$ cat config.mk
export PLATFORM = sky130hd
export DESIGN_NAME = regfile_mp
export DESIGN_NICKNAME = d
export VERILOG_FILES = /design/src/rtl/regfile_pkg.sv /design/src/rtl/regfile_clear_fsm.sv /design/src/rtl/regfile_mp.sv
export SDC_FILE = /design/constraint.sdc
export NUM_CORES = 1
export LEC_CHECK = 0
export CORE_MARGIN = 3
export CORE_UTILIZATION = 50
export CTS_BUF_LIST = sky130_fd_sc_hd__clkbuf_8
export CTS_CLUSTER_DIAMETER = 50
export DETAILED_ROUTE_END_ITERATION = 8
export PLACE_DENSITY = 0.77
export SETUP_SLACK_MARGIN = 0.05
export SYNTH_ARGS = -nofsm -noshare
export SYNTH_HDL_FRONTEND = slang
export SYNTH_SLANG_ARGS = --single-unit
$ cat constraint.sdc
create_clock -name clk -period 8 [get_ports clk]
set_clock_uncertainty 0.1 [all_clocks]
set_input_delay 2.4 -clock clk [delete_from_list [all_inputs] [get_ports clk]]
set_output_delay 2.4 -clock clk [all_outputs]
set_load 0.03 [all_outputs]
$ cat src/rtl/regfile_pkg.sv
// rtl/regfile_pkg.sv - shared types and default constants for the multi-port register file
package regfile_pkg;

  // Clear engine states
  typedef enum logic [1:0] {
    IDLE  = 2'd0,
    CLEAR = 2'd1,
    DONE  = 2'd2
  } clr_state_t;

  // Default geometry of the datapath register file
  localparam int REGFILE_W        = 8;
  localparam int REGFILE_D        = 4;
  localparam int REGFILE_NR       = 2;
  localparam int REGFILE_ZERO_REG = 15;
  localparam int REGFILE_TAP0     = 13;
  localparam int REGFILE_TAP1     = 14;

  // Number of registers held for a given address width
  function automatic int num_regs(input int d);
    return 1 << d;
  endfunction

endpackage

$ cat src/rtl/regfile_clear_fsm.sv
// rtl/regfile_clear_fsm.sv - sequential clear engine walking every register index once
module regfile_clear_fsm
  import regfile_pkg::*;
#(
  parameter int D = REGFILE_D
) (
  input  logic         clk,
  input  logic         rst,
  input  logic         clear_req_i,
  output logic         clr_we_o,
  output logic [D-1:0] clr_addr_o,
  output logic         busy_o,
  output logic         clear_done_o
);

  clr_state_t   state_q, state_d;
  logic [D-1:0] idx_q, idx_d;

  // State and index registers; reset aborts any clear in progress
  always_ff @(posedge clk or posedge rst) begin
    if (rst) begin
      state_q <= IDLE;
      idx_q   <= '0;
    end else begin
      state_q <= state_d;
      idx_q   <= idx_d;
    end
  end

  // Next state: one register zeroed per CLEAR cycle, then a single DONE cycle
  always_comb begin
    state_d = state_q;
    idx_d   = idx_q;
    case (state_q)
      IDLE: begin
        if (clear_req_i) begin
          state_d = CLEAR;
          idx_d   = '0;
        end
      end
      CLEAR: begin
        idx_d = idx_q + 1'b1;
        if (idx_q == '1) begin
          state_d = DONE;
        end
      end
      DONE: begin
        state_d = IDLE;
      end
      default: begin
        state_d = IDLE;
      end
    endcase
  end

  // Outputs decoded from the current state only
  always_comb begin
    clr_we_o     = (state_q == CLEAR);
    clr_addr_o   = idx_q;
    busy_o       = (state_q != IDLE);
    clear_done_o = (state_q == DONE);
  end

endmodule

$ cat src/rtl/regfile_mp.sv
// rtl/regfile_mp.sv - multi-read-port register file with bypass, zero register, dirty map and clear engine
module regfile_mp
  import regfile_pkg::*;
#(
  parameter int W        = REGFILE_W,
  parameter int D        = REGFILE_D,
  parameter int NR       = REGFILE_NR,
  parameter int ZERO_REG = REGFILE_ZERO_REG,
  parameter int BYPASS   = 1,
  parameter int TAP0     = REGFILE_TAP0,
  parameter int TAP1     = REGFILE_TAP1
) (
  input  logic              clk,
  input  logic              reset,
  input  logic              write_en,
  input  logic [D-1:0]      waddr,
  input  logic [W-1:0]      data_in,
  input  logic [NR*D-1:0]   raddr,
  output logic [NR*W-1:0]   data_out,
  output logic [W-1:0]      tap0,
  output logic [W-1:0]      tap1,
  input  logic              clear_req,
  output logic              busy,
  output logic              clear_done,
  output logic [2**D-1:0]   dirty
);

  localparam int           NREG   = num_regs(D);
  localparam logic [D-1:0] ZADDR  = D'(ZERO_REG);
  localparam logic [D-1:0] T0ADDR = D'(TAP0);
  localparam logic [D-1:0] T1ADDR = D'(TAP1);
  localparam bit           BYP_ON = (BYPASS != 0);

  logic [W-1:0]    regs_q [NREG];
  logic [W-1:0]    regs_d [NREG];
  logic [NREG-1:0] dirty_q, dirty_d;

  logic            clr_we;
  logic [D-1:0]    clr_addr;
  logic            wr_acc;

  regfile_clear_fsm #(
    .D (D)
  ) u_clear_fsm (
    .clk          (clk),
    .rst          (reset),
    .clear_req_i  (clear_req),
    .clr_we_o     (clr_we),
    .clr_addr_o   (clr_addr),
    .busy_o       (busy),
    .clear_done_o (clear_done)
  );

  // A write lands only while the clear engine is idle and never on the zero register
  assign wr_acc = write_en && !busy && (waddr != ZADDR);

  // Next storage contents: the clear engine and the write port never act in the same cycle
  always_comb begin
    regs_d  = regs_q;
    dirty_d = dirty_q;
    if (clr_we) begin
      if (clr_addr != ZADDR) begin
        regs_d[clr_addr] = '0;
      end
      dirty_d[clr_addr] = 1'b0;
    end else if (wr_acc) begin
      regs_d[waddr]  = data_in;
      dirty_d[waddr] = 1'b1;
    end
  end

  // Storage and dirty bitmap
  always_ff @(posedge clk or posedge reset) begin
    if (reset) begin
      for (int i = 0; i < NREG; i++) begin
        regs_q[i] <= '0;
      end
      dirty_q <= '0;
    end else begin
      regs_q  <= regs_d;
      dirty_q <= dirty_d;
    end
  end

  assign dirty = dirty_q;

  // One combinational read path per port, each with its own bypass comparator
  for (genvar k = 0; k < NR; k++) begin : g_rd
    logic [D-1:0] ra;
    logic         hit;
    assign ra  = raddr[k*D +: D];
    assign hit = BYP_ON && wr_acc && (waddr == ra);
    assign data_out[k*W +: W] = (ra == ZADDR) ? '0 :
                                hit           ? data_in : regs_q[ra];
  end

  // Fixed taps obey the same zero and bypass rules as the read ports
  logic t0_hit, t1_hit;
  assign t0_hit = BYP_ON && wr_acc && (waddr == T0ADDR);
  assign t1_hit = BYP_ON && wr_acc && (waddr == T1ADDR);
  assign tap0   = (T0ADDR == ZADDR) ? '0 : t0_hit ? data_in : regs_q[T0ADDR];
  assign tap1   = (T1ADDR == ZADDR) ? '0 : t1_hit ? data_in : regs_q[T1ADDR];

endmodule

==> flow_metrics.tcl, run 1 <==
set metrics [dict create \
    initial_core_util_pct 51.87 \
    status "finished, final reports clean" \
    synthArstFlopShare_pct 100.0 \
    placed_cell_area_sq_mm 0.009603 \
    critPathSlowestCell "clkdlybuf4s50_1" \
    hpwlAfterDp_um 18940 \
    port-buffer-count 73 \
    design_power_total_mw 2.827 \
    ys_warn_count 0 \
    cts.root.buffer_cell "clkbuf_8" \
    clkTransAtPathRegs_ns 0.08 \
    drt_iter0_markers 1026 \
    place_inst 1044 \
    period_minus_slack_ns 7.417 \
    cts-buffers-inserted 17 \
    ys.flop_type "dfrtp_1" \
    hold_viol_final 0 \
    syn_inst 796 \
    maxSlewViolCount 0 \
    fill_cells 1416 \
    power_frac_comb_pct 39.2 \
    grt_pass1_vias 7020 \
    post_cts_buffers 0 \
    cp.required_ns 5.50 \
    wire_per_inst_um 25.11 \
    globalplace.congestion 0.9385 \
    synth-seq-cells 150 \
    cpPeakStageDelay_ns 0.59 \
    slew_headroom_pct 24.02 \
    grt_usage_pct 28.01 \
    endpoint_kind "output port" \
    p_leak_nw 4.272 \
    p_per_area_mw_per_mm2 283.1 \
    cts_tree "built" \
    setup_viol 0 \
    fin_ws_ns 0.5833 \
    grt_overflow 0 \
    vias 7292 \
    crit_top_cell "clkdlybuf4s50_1" \
    h-tree-depth 4 \
    power_frac_seq_pct 40.1 \
    yosys.area.top_type_share_pct 42.88 \
    grt_max_degree 114 \
    vias_per_cell 6.777 \
    yosysSeqAreaShare_pct 42.88 \
    internal-power_mw 1.682 \
    die_w_um 138.3 \
    fin_util_pct 59.17 \
    drive_above_1_share_pct 15.42 \
    final_common_cell "dfrtp_1" \
    drv_cap 0 \
    ir_worst_vdd_mv 0.1432 \
    drtAntennaViolNets 0 \
    switching_share_pct 40.51 \
    fin_cells 1076 \
    min_path_type "register to register" \
    cts_resized 0 \
    switching_power_mw 1.145 \
    die_y_um 138.3 \
    cp_num_buf_inv 2 \
    coreArea_sq_mm 0.01688 \
    synth_fp_nets 824 \
    critPathTopFamily "simple AND/OR/NAND/NOR gates" \
    clock_power_share_pct 20.7 \
    ctsLongestPathBuffers 2 \
    finalCritPeriodShare_pct 92.71 \
    grt_pass1_wl_um 41680 \
    crit_fanout 9 \
    critPathLaunchType "input port" \
    drt_first_pass_iters 6 \
    synth_edf_count 0 \
    max_freq_ghz 0.1348 \
    wl_um 27020 \
    synth.largest_area_cell "dfrtp_1" \
    synthesis.area_sq_mm 0.008755 \
    final_nets 871 \
    syn_to_final_growth_pct 14.06 \
    antenna_found_initial 0 \
    drc 0 \
    hold_ws_ns 0.3128 \
    r2r_slack_ns 5.28 \
    clk_latency_ns 0.46 \
    synth_area_leaders "dfrtp_1 43%, mux4_2 8.2%, mux2i_1 7.5%" \
    fin_setup_tns_ns 0 \
    n_antenna_cell 0 \
    die_area_sq_mm 0.01913 \
    hold_buffers 0 \
    stdcell_area_sq_mm 0.009986 \
    syn_area_per_cell_sq_um 11.00 \
    worstSetupPathType "input port to output port" \
    io_pins 74 \
    cp.arrival_ns 4.92 \
    numClockSinks 150 \
    rsz0062_at_grt "no" \
    worst_slew_pin_slew_ns 1.125 \
    post-place-ws_ns 0.5844 \
    yosysUniqueCellTypes 47 \
    crit_chain "clkdlybuf4s50_1, or3b_1, nor3_4, mux2_1, clkdlybuf4s50_1" \
    placementRows 47 \
    final_cell_mix "150 x dfrtp_1, 116 x nand2_1, 66 x mux2i_1" \
]
## routing by layer
layer / part of all wire [%] / GRT usage, % / vias to the layer above
met5: 0 / 0 / -
met4: 3.9 / 12.01 / 0
met3: 9.1 / 6.388 / 70
met2: 46 / 42.42 / 431
met1: 41 / 39.05 / 3629
li1: - / - / 3162
## cell families (layout without fill, tap and decap cells)
group,Yosys count,count (layout),synth area share [%]
compound gates,240,240,21.07
fa+ha+maj,4,4,0.5717
mux,115,115,17.96
simple gates,202,202,12.76
xor+xnor,8,8,0.8004
buf+inv,77,137,3.959
flops,150,150,42.88
## power groups by stage
stage / combinational (mW) / clock, mW / sequential, mW
after floorplan: 0.749 / 0 / 1.13
after global placement: 1.08 / 0 / 1.13
after CTS: 1.10 / 0.584 / 1.13
after detailed placement: 1.10 / 0 / 1.14
final: 1.11 / 0.584 / 1.13
after global routing: 1.18 / 0.618 / 1.16
## worst reg2reg max path: cells and delay by family, from the launching register on
| family | cells | cell delay [ns] |
|---|---|---|
| AO/OA/AOI/OAI | 3 | 1.46 |
| AND/OR/NAND/NOR | 1 | 0.58 |
| flip-flops | 1 | 0.52 |
## registers in the layout, summed over array words and instances, names as in the netlist
signal	flops
dirty	16
u_clear_fsm.clr_addr_o	4
u_clear_fsm.state_q	2
regs_q	128
## path summary, 6_finish.rpt
check                                       start                        end  depth (start not counted)
setup reg to reg           u_clear_fsm.state_q[1]                 regs_q[11]                          4
hold / removal                          regs_q[3]                  regs_q[3]                          0
max in group asynchronous                   reset  u_clear_fsm.clr_addr_o[3]                          3
setup / recovery                         write_en                    tap0[7]                          5
min in group asynchronous                   reset                regs_q[103]                          2
hold reg to reg                         regs_q[3]                  regs_q[3]                          0
## layout make-up
class	count	area, sq um	share of cell area (%)
sequential	150	3754	37.59
inverter	5	23.77	0.2381
clock inverter	13	121.4	1.215
clock buffer	19	261.5	2.619
multi-input combinational	569	4654	46.61
tap	220	275.3	2.757
timing repair buffer	100	895.9	8.971
## synth_stat cells (18+ instances only)
cell type	count
dfrtp_1	150
o22ai_1	34
o31ai_1	19
mux4_2	32
nand2_1	116
a22o_1	51
mux2i_1	66
clkbuf_1	35
nor2_1	18
buf_2	21
o2bb2ai_1	64
a31oi_1	19
Note: power is estimated with default switching activity, not from simulation.
==> inputs of run 2 (changes only) <==
CELL_PAD_IN_SITES_DETAIL_PLACEMENT = 1   (was not set)
CELL_PAD_IN_SITES_GLOBAL_PLACEMENT = 1   (was not set)
CORE_UTILIZATION = 48   (was 50)
PLACE_DENSITY = 0.89   (was 0.77)
==> flow_metrics.tcl, run 2 (synthesis results as in run 1) <==
set metrics [dict create \
    internal-power_mw 1.706 \
    critPathLaunchType "input port" \
    hold_viol_final 0 \
    final_nets 871 \
    cp.arrival_ns 5.04 \
    cts-buffers-inserted 17 \
    syn_to_final_growth_pct 14.25 \
    worst_slew_pin_slew_ns 1.205 \
    cts_tree "built" \
    final_common_cell "dfrtp_1" \
    drv_cap 0 \
    hold_buffers 0 \
    p_leak_nw 4.281 \
    rsz0062_at_grt "no" \
    h-tree-depth 4 \
    drive_above_1_share_pct 15.30 \
    grt_max_degree 86 \
    largest_register "regs_q" \
    ir_worst_vdd_mv 0.1878 \
    cp.required_ns 5.50 \
    p_per_area_mw_per_mm2 291.0 \
    switching_share_pct 41.37 \
    die_y_um 141.1 \
    cts_resized 0 \
    vias 7595 \
    vias_per_cell 7.026 \
    endpoint_kind "output port" \
    numClockSinks 150 \
    port-buffer-count 73 \
    status "finished, final reports clean" \
    die_area_sq_mm 0.01990 \
    grt_overflow 0 \
    cpPeakStageDelay_ns 0.61 \
    n_antenna_cell 0 \
    power_frac_comb_pct 39.2 \
    grt_pass1_wl_um 49110 \
    antenna_found_initial 0 \
    drt_iter0_markers 693 \
    critPathSlowestCell "nor3_4" \
    coreArea_sq_mm 0.01760 \
    placed_cell_area_sq_mm 0.009609 \
    crit_fanout 10 \
    fin_cells 1081 \
    wire_per_inst_um 29.45 \
    largest_reg_flops 128 \
    hold_ws_ns 0.3113 \
    globalplace.congestion 1.004 \
    switching_power_mw 1.204 \
    drt_first_pass_iters 5 \
    drtAntennaViolNets 0 \
    hpwlAfterDp_um 22560 \
    fin_util_pct 56.84 \
    max_freq_ghz 0.1326 \
    grt_usage_pct 32.56 \
    power_frac_seq_pct 39.9 \
    cts.root.buffer_cell "clkbuf_8" \
    slew_headroom_pct 18.58 \
    io_pins 74 \
    drc 0 \
    post_cts_buffers 0 \
    grt_pass1_vias 7870 \
    final_cell_mix "150 x dfrtp_1, 116 x nand2_1, 66 x mux2i_1" \
    setup_viol 0 \
    clk_latency_ns 0.49 \
    ctsLongestPathBuffers 2 \
    finalCritPeriodShare_pct 94.26 \
    min_path_type "register to register" \
    initial_core_util_pct 49.75 \
    placementRows 48 \
    clock_power_share_pct 21.0 \
    die_w_um 141.1 \
    crit_top_cell "clkdlybuf4s50_1" \
    fin_setup_tns_ns 0 \
    place_inst 1049 \
    clkTransAtPathRegs_ns 0.08 \
    period_minus_slack_ns 7.541 \
    wl_um 31840 \
    crit_chain "clkdlybuf4s50_1, or3b_1, nor3_4, mux2_1, clkdlybuf4s50_1" \
    worstSetupPathType "input port to output port" \
    stdcell_area_sq_mm 0.01000 \
    maxSlewViolCount 0 \
]
[run 2: layout make-up]
cell class / count / area [sq um]
Clock buffer: 19 / 261.5
Inverter: 5 / 23.77
Timing Repair Buffer: 100 / 895.9
Tap cell: 225 / 281.5
Fill cell: 1873 / 7595
Sequential cell: 150 / 3754
Clock inverter: 13 / 131.4
Multi-Input combinational cell: 569 / 4654
[run 2: metal layers]
metal	vias up	routed length, um	track usage (%)
li1	3151	-	-
met1	3927	12570	41.33
met2	412	15280	52.42
met3	105	2558	8.345
met4	0	1426	15.25
met5	-	0	0
[run 2: path summary, 6_finish.rpt]
| path | startpoint | to | slack, ns | cells past startpoint |
|---|---|---|---|---|
| hold reg to reg | regs_q[7] | regs_q[7] | 0.31 | 0 |
| setup / recovery | write_en | tap1[2] | 0.46 | 5 |
| min in group asynchronous | reset | regs_q[69] | 2.32 | 2 |
| setup reg to reg | u_clear_fsm.state_q[1] | regs_q[11] | 5.19 | 4 |
| max in group asynchronous | reset | regs_q[41] | 4.10 | 3 |
| hold / removal | regs_q[7] | regs_q[7] | 0.31 | 0 |
[run 2: stage by stage]
stage / total power, mW / setup slack, ns
after detailed placement: 2.286 / 0.4823
after global placement: 2.220 / 0.5687
after global routing: 3.040 / 0.3569
final: 2.911 / 0.4591
after floorplan: 1.878 / 1.361
after CTS: 2.898 / 0.4751
[run 2: power by group through the flow]
stage / Clock, mW / Combinational (mW) / Sequential [mW]
floorplan: 0 / 0.749 / 1.13
global placement: 0 / 1.08 / 1.14
detailed placement: 0 / 1.12 / 1.16
CTS: 0.612 / 1.13 / 1.15
global route: 0.648 / 1.21 / 1.18
finish: 0.610 / 1.14 / 1.16
[run 2: worst max-delay path, delay by kind of cell]
family / cells / cell delay (ns)
buffers and inverters: 2 / 1.08
multiplexers: 1 / 0.40
AND/OR/NAND/NOR: 2 / 1.15
==> inputs of run 3 (changes only) <==
CORE_UTILIZATION = 30   (was 48)
PLACE_DENSITY = 0.63   (was 0.89)
==> flow_metrics.tcl, run 3 (synthesis results as in run 1) <==
set metrics [dict create \
    status "finished, final reports clean" \
    drc 0 \
    largest_reg_flops 128 \
    io_pins 74 \
    worstSetupPathType "input port to output port" \
    clkTransAtPathRegs_ns 0.10 \
    r2r_cells 4 \
    worst_slew_pin_slew_ns 1.243 \
    cts-buffers-inserted 17 \
    syn_to_final_growth_pct 17.74 \
    wire_per_inst_um 26.27 \
    cp.required_ns 5.50 \
    critPathLaunchType "input port" \
    ir_worst_vdd_mv 0.1476 \
    post_cts_buffers 0 \
    multi_input_area_sq_mm 0.004659 \
    initial_core_util_pct 31.00 \
    crit_chain "clkdlybuf4s50_1, or3b_1, nor3_4, buf_4, mux2_1, clkdlybuf4s50_1" \
    final_common_cell "dfrtp_1" \
    cpPeakStageDelay_ns 0.61 \
    vias_per_cell 5.790 \
    ctsLongestPathBuffers 2 \
    fin_setup_tns_ns 0 \
    seq_area_sq_mm 0.003754 \
    cts_resized 0 \
    hpwlAfterDp_um 23330 \
    hold_buffers 0 \
    grt_pass1_vias 7517 \
    place_inst 1202 \
    placementRows 61 \
    vias 7145 \
    port-buffer-count 73 \
    clk_latency_ns 0.48 \
    min-delay-start "regs_q[0]" \
    final_cell_mix "150 x dfrtp_1, 116 x nand2_1, 66 x mux2i_1" \
    slew_headroom_pct 16.04 \
    die_area_sq_mm 0.03127 \
    fin_cells 1234 \
    power_frac_comb_pct 40.9 \
    internal-power_mw 1.676 \
    grt_overflow 0 \
    crit_top_cell "clkdlybuf4s50_1" \
    switching_power_mw 1.230 \
    cts_tree "built" \
    hold_ws_ns 0.3108 \
    die_y_um 176.8 \
    n_antenna_cell 0 \
    min_path_type "register to register" \
    grt_pass1_wl_um 49360 \
    power_frac_seq_pct 39.1 \
    r2r-end "regs_q[22]" \
    cp_num_buf_inv 3 \
    grt_usage_pct 21.23 \
    r2r_slack_ns 5.14 \
    grt_max_degree 101 \
    crit_fanout 18 \
    wl_um 32410 \
    switching_share_pct 42.33 \
    max_freq_ghz 0.1350 \
    globalplace.congestion 0.9481 \
    drv_cap 0 \
    largest_register "regs_q" \
    rsz0062_at_grt "no" \
    critPathTopFamily "buffers and inverters" \
    drive_above_1_share_pct 15.77 \
    whs_path_depth 0 \
    drt_iter0_markers 653 \
    p_leak_nw 4.282 \
    critPathSlowestCell "clkdlybuf4s50_1" \
    numClockSinks 150 \
    timing.rr.start "u_clear_fsm.state_q[1]" \
    cp.arrival_ns 4.90 \
    drt_first_pass_iters 5 \
    maxSlewViolCount 0 \
    finalCritPeriodShare_pct 92.56 \
    period_minus_slack_ns 7.405 \
    clock_power_share_pct 20.0 \
    drtAntennaViolNets 0 \
    h-tree-depth 4 \
    coreArea_sq_mm 0.02824 \
    antenna_found_initial 0 \
    final_nets 871 \
    p_per_area_mw_per_mm2 282.0 \
    endpoint_kind "output port" \
    whs_endpoint "regs_q[0]" \
    hold_viol_final 0 \
    setup_viol 0 \
    fill_cells 3144 \
    cts.root.buffer_cell "clkbuf_8" \
    die_w_um 176.8 \
]
[run 3: cell types whose count changed in the layout (fill, tap and decap cells not counted), sizes merged]
| cell | previous run | this run |
|---|---|---|
| clkinv | 4 | 2 |
| clkbuf | 19 | 18 |
| clkinvlp | 2 | 4 |
| bufinv | 2 | 0 |
| inv | 10 | 13 |
[run 3: final cells by class]
class	instances	share of cell area, %
timing repair buffer	100	10.03
tap	378	4.588
inverter	5	0.2306
clock buffer	18	2.403
sequential	150	36.42
multi-input combinational	569	45.21
clock inverter	14	1.129
[run 3: metrics by stage]
step | area, sq um | total power [mW] | worst slack [ns] | utilization (%)
finish | 10310 | 2.906 | 0.5951 | 36.50
global route | 10310 | 3.061 | 0.5354 | 36.50
CTS | 10310 | 2.913 | 0.6140 | 36.50
detailed placement | 9943 | 2.333 | 0.6141 | 35.21
global placement | 9943 | 2.314 | 0.6369 | 35.21
floorplan | 8755 | 1.878 | 1.361 | -
[run 3: worst register-to-register path: cells and delay by family, from the launching register on]
family	cells	cell delay, ns
AO/OA/AOI/OAI	3	1.56
AND/OR/NAND/NOR	1	0.59
flip-flops	1	0.54
[run 3: worst max path at each step]
stage | endpoint | depth (start not counted) | slack [ns] | from
floorplan | data_out[10] | 6 | 1.36 | waddr[2]
finish | tap0[6] | 6 | 0.60 | write_en
global placement | tap0[6] | 6 | 0.64 | write_en
CTS | tap1[7] | 6 | 0.61 | write_en
global route | data_out[15] | 7 | 0.54 | raddr[6]
detailed placement | tap1[7] | 6 | 0.61 | write_en
[run 3: routing by layer]
layer  GRT usage [%]  up-vias  share of wire [%]  wire length [um]
met4           5.663        0                1.7               544
met5               0        -                  0                 0
li1                -     3141                  -                 -
met3           5.341       34                6.4              2064
met1           30.17     3742                 47             15220
met2           32.35      228                 45             14580
[run 3: power by group through the flow]
stage / Sequential [mW] / Clock [mW] / Combinational, mW
finish: 1.14 / 0.581 / 1.19
global route: 1.17 / 0.623 / 1.27
CTS: 1.13 / 0.588 / 1.19
detailed placement: 1.14 / 0 / 1.19
global placement: 1.14 / 0 / 1.17
floorplan: 1.13 / 0 / 0.749
==> edit 1 (flow settings as in run 3) <==
Set the parameter `BYPASS` to 0 (it was 1).
--- a/src/rtl/regfile_mp.sv
+++ b/src/rtl/regfile_mp.sv
@@ -8,3 +8,3 @@
   parameter int ZERO_REG = REGFILE_ZERO_REG,
-  parameter int BYPASS   = 1,
+  parameter int BYPASS   = 0,
   parameter int TAP0     = REGFILE_TAP0,
Check against the original RTL: not equivalent (Yosys sat finds a counterexample within 4 cycles, from zero or initial values and one cycle with reset high).
==> edit 1 against run 3 <==
- count of clock-buffer cells in the layout unchanged
- cell count decreased by 17%
- setup slack got worse by 0.21 ns
- via count decreased by 15%
- first-iteration DRC count decreased by 40%
- clock power about the same
- power decreased by 7.7%
- synthesized area decreased by 13%
- global-route usage decreased by 2.0 points
- routed wire length decreased by 21%
- sequential cell count decreased by 8
- cell area decreased by 13%
==> edit 1: results (changes against run 3) <==
Clock network
  – Root Buffer: clkbuf_8
  – Num CTS Buffers: 17 (unchanged)
  – Post-CTS Setup Inserts: 0 (unchanged)
  – # H-tree levels: 4 (unchanged)
  – Post-cts sizing count: 0 (unchanged)
  – Worst-Skew Late Latency: 0.45 ns (-0.03 ns)
  – Maximum clock path buffer count: 2 (unchanged)
  – Clk slew on worst S/H paths: 0.08 ns (-0.02 ns)

Global route
  – GRT Util Overall: 19.23% (-2.0 points)
  – First-pass GRT wire length: 39670 um (-20%)
  – Initial antenna violation count: 0 (unchanged)
  – Largest net degree at the start of global routing: 91 (-9.9%)
  – Number of global-route vias before repair: 6369 (-15%)

Outcome
  – Status: completed

Setup path
  – CP max-delay cell: clkdlybuf4s50_1
  – Slowest cell delay on critical path: 0.77 ns (+0.16 ns)
  – Worst path arrival time: 5.12 ns (+0.22 ns)
  – CP Max Fanout: 10 (-8)

Finish
  – Top reg by flops: regs_q
  – Final nets: 721 (-17%)
  – Max FFs per register: 104 (-19%)
  – Inserted Diodes: 0 (unchanged)
  – Share of layout cells above drive strength 1: 16.57% (+0.80 points)

Yosys
  – Synth top cells by count: 142 x dfrtp_1, 123 x a22o_1, 51 x mux2i_1
  – Synthesized netlist cell count: 650 (-18%)
  – Async S/R FF share, synth: 100.0% (unchanged)
  – Sequential fraction of the synthesis area: 46.70% (+3.8 points)
  – Area contributors post-synth: dfrtp_1 47%, a22o_1 14%, mux2i_1 6.7%
  – Post-synth cell types: 42 (-11%)
  – Synth warn: 0 (unchanged)
  – Syn nets: 678 (-18%)

Placed design
  – Setup slack at placement: 0.4334 ns (-0.1807 ns)
  – # placed instances: 998 (-17%)
  – Post-DP Area: 8527 um^2 (-14%)
  – Placer congestion estimate: 0.8352 (-12%)
  – HPWL after DPL: 18580 um (-20%)
  – Port-buffer cells: 73 (unchanged)

STA
  – Max-slew headroom: 43.02% (+27 points)

Detailed routing
  – DRT Pass-1 Iters: 5 (unchanged)
  – Iteration-0 DRC Markers: 393 (-40%)
  – Wire per inst: 24.96 um (-5.0%)
  – Vias per cell: 5.865 (+1.3%)
  – DRT Wirelength: 25710 um (-21%)

Pwr
  – Peak VDD IR: 0.1427 mV (-3.3%)
  – Leakage power: 0.003852 uW (-10%)

Min path
  – Worst Hold Class: reg -> reg
==> edit 1: cell count changes in the layout (fill, tap and decap cells not counted), moves of 19 or more <==
| cell | before | now |
|---|---|---|
| a31oi_1 | 19 | 0 |
| a22o_1 | 51 | 123 |
| o2bb2ai_1 | 64 | 6 |
| nand2_1 | 116 | 12 |
| mux2_2 | 1 | 32 |
| o21ai_0 | 3 | 40 |
==> edit 1: cells by family after synthesis <==
kind of cell             Yosys count  share of synthesized area (%)
AO/OA/AOI/OAI                    249                          25.03
flip-flops                       142                          46.70
multiplexers                     100                          16.48
AND/OR/NAND/NOR                   87                          6.495
buffers and inverters             68                          4.637
adder cells (fa/ha/maj)            4                         0.6578
==> edit 1: layout make-up <==
type	count	area [um^2]
clock buffers	18	247.7
clock inverters	14	145.1
fillers	2675	15690
inverters	4	20.02
multi-input cells	440	3702
flip-flops and latches	142	3553
well taps	324	405.4
repair buffers	88	845.8
==> edit 1: final timing paths <==
check	to	slack (ns)	startpoint	cells after the start
setup / recovery	data_out[4]	0.38	raddr[3]	6
max in group asynchronous	regs_q[44]	4.16	reset	3
min in group asynchronous	regs_q[33]	2.41	reset	2
setup reg to reg	tap0[0]	5.57	u_clear_fsm.state_q[0]	4
hold reg to reg	regs_q[41]	0.43	regs_q[41]	1
hold / removal	regs_q[41]	0.43	regs_q[41]	1
==> edit 1: where the power goes <==
part / switching (uW) / internal (uW)
combinational: 556 / 438
clock: 317 / 265
sequential: 195 / 911
==> edit 1: layer usage <==
layer  GRT usage [%]  up-vias  part of all wire (%)
met2           32.05      169                    49
met4           4.117        0                   1.0
met1           25.87     3223                    45
li1                -     2629                     -
met5               0        -                     0
met3           4.016       20                   5.1
==> edit 1: per-stage QoR <==
stage               util, %  hold slack (ns)  total power [uW]
global route          36.25           0.4525              2834
floorplan                 -           0.3770              1754
CTS                   36.25           0.4286              2702
detailed placement    34.66           0.4008              2108
global placement      34.66           0.3872              2075
finish                36.25           0.4291              2682
==> edit 1: worst max-delay path: cells and delay by family <==
kind,cells,cell delay [ns]
buffers and inverters,3,1.73
AND/OR/NAND/NOR,1,0.48
AO/OA/AOI/OAI,2,0.51
==> edit 2 (config.mk and constraints of run 3) <==
Made on the original files. Encoding of `clr_state_t`: now one-hot (3 bits for 3 states).
--- a/src/rtl/regfile_pkg.sv
+++ b/src/rtl/regfile_pkg.sv
@@ -4,6 +4,6 @@
   // Clear engine states
-  typedef enum logic [1:0] {
-    IDLE  = 2'd0,
-    CLEAR = 2'd1,
-    DONE  = 2'd2
+  typedef enum logic [2:0] {
+    IDLE  = 3'b001,
+    CLEAR = 3'b010,
+    DONE  = 3'b100
   } clr_state_t;
Behaviour: same outputs for any inputs over 4 cycles, from zero or initial values and one cycle with reset high; so few cycles prove little.
==> edit 2 against run 3 <==
- setup slack got worse by 0.079 ns
- cell area fell by 3.0%
- count of clock-buffer cells in the layout rose by 1
- largest power group unchanged
- sequential cell count rose by 1
- clock power rose by 15%
- synthesized cell count fell by 22%
- power rose by 18%
- critical path type unchanged
- fmax fell by 1.1%
- highest routed layer unchanged
- register-to-register slack improved by 0.08 ns
- routed wire length fell by 9.1%
- synthesized area fell by 3.2%
- die area fell by 3.1%
==> edit 2: results (changes against run 3) <==
Outcome
  – Status: completed

Setup path
  – Worst path arrival time: 4.98 ns (+0.08 ns)
  – CP Max Fanout: 9 (-9)
  – Reg-to-reg endpoint: regs_q[111]
  – Slowest cell delay on critical path: 0.99 ns (+0.38 ns)
  – Worst r2r src: u_clear_fsm.state_q[0]
  – Worst Reg-to-Reg Cells: 5 (+1)
  – FF-to-FF setup slack: 5.22 ns (+0.08 ns)
  – Cell family with most CP delay: compound AO/OA/AOI/OAI gates

Detailed routing
  – Metal2 WL: 14040 um (-3.7%)
  – Metal3 WL: 2356 um (+14%)
  – Iteration-0 DRC Markers: 769 (+18%)
  – Metal-1 WL: 12390 um (-19%)
  – Wire per inst: 27.71 um (+5.5%)

Yosys
  – Mean Syn Cell Area: 13.65 um^2 (+24%)
  – Post-synth cell types: 45 (-4.3%)
  – Syn nets: 649 (-21%)
  – Area contributors post-synth: dfrtp_1 44%, mux4_2 17%, a22o_1 13%
  – Async S/R FF share, synth: 100.0% (unchanged)

Global route
  – GR Util met1: 26.52% (-3.7 points)
  – M2 GR Usage: 30.22% (-2.1 points)
  – Number of global-route vias before repair: 6958 (-7.4%)
  – GRT Util Overall: 19.42% (-1.8 points)
  – Largest net degree at the start of global routing: 93 (-7.9%)
  – GRT met3 Usage: 5.068% (-0.27 points)

Finish
  – Final nets: 706 (-19%)
  – Fill count: 2920 (-7.1%)
  – Share of layout cells above drive strength 1: 29.23% (+13 points)
  – Non-filler cells, final: 1063 (-14%)

Pwr
  – Peak VDD IR: 0.1815 mV (+23%)
  – Flop pwr share: 39.0% (about the same)
  – Comb power frac: 41.4% (+0.5 points)
  – Sw Pwr: 1277 uW (+3.8%)
  – Leakage power: 0.004179 uW (-2.4%)

Placed design
  – HPWL after DPL: 20080 um (-14%)
  – Placer congestion estimate: 0.8488 (-10%)
  – # placed instances: 1031 (-14%)

STA
  – Max-slew headroom: 18.16% (+2.1 points)

Clock network
  – Worst-Skew Late Latency: 0.46 ns (-0.02 ns)
==> edit 2: cell count changes after synthesis, sizes merged, moves of 17 or more <==
cell and change:
nand2 -91, a22o +75, mux2i -66, o2bb2ai -64, o22ai -34, mux4 +32
a22oi +21, o31ai -19, nand3 +17
==> edit 2: cell families after synthesis <==
| kind of cell | Yosys count | share of synthesized area, % |
|---|---|---|
| xor gates and xnor gates | 9 | 0.9301 |
| buffers and inverters | 71 | 4.975 |
| AOI/OAI and AO/OA | 192 | 20.03 |
| DFF | 151 | 44.60 |
| muxes | 80 | 19.13 |
| adders and majority gates | 4 | 0.5905 |
| and+or+nand+nor | 114 | 9.743 |
==> edit 2: metrics by stage <==
stage	util, %	setup slack (ns)	total power, uW
CTS	36.58	0.6060	3433
floorplan	-	1.437	2229
finish	36.58	0.5161	3423
detailed placement	34.96	0.6175	2755
global placement	34.96	0.6895	2694
global route	36.58	0.4622	3581
==> edit 2: cell type report <==
| type | instances | area [um^2] | share of cell area, % |
|---|---|---|---|
| Multi-Input combinational cell | 399 | 4279 | 42.81 |
| Sequential cell | 151 | 3780 | 37.82 |
| Timing Repair Buffer | 105 | 1008 | 10.09 |
| Tap cell | 372 | 465.4 | 4.657 |
| Clock buffer | 19 | 261.5 | 2.616 |
| Clock inverter | 13 | 180.2 | 1.803 |
| Inverter | 4 | 20.02 | 0.2003 |
==> edit 2: worst min-delay path by stage <==
stage	startpoint	end	slack, ns	cells after the start
after detailed placement	regs_q[5]	regs_q[5]	0.29	0
after floorplan	regs_q[0]	regs_q[0]	0.34	1
after global placement	regs_q[5]	regs_q[5]	0.28	0
after global routing	regs_q[4]	regs_q[4]	0.32	0
after CTS	regs_q[5]	regs_q[5]	0.31	0
final	regs_q[0]	regs_q[0]	0.31	0
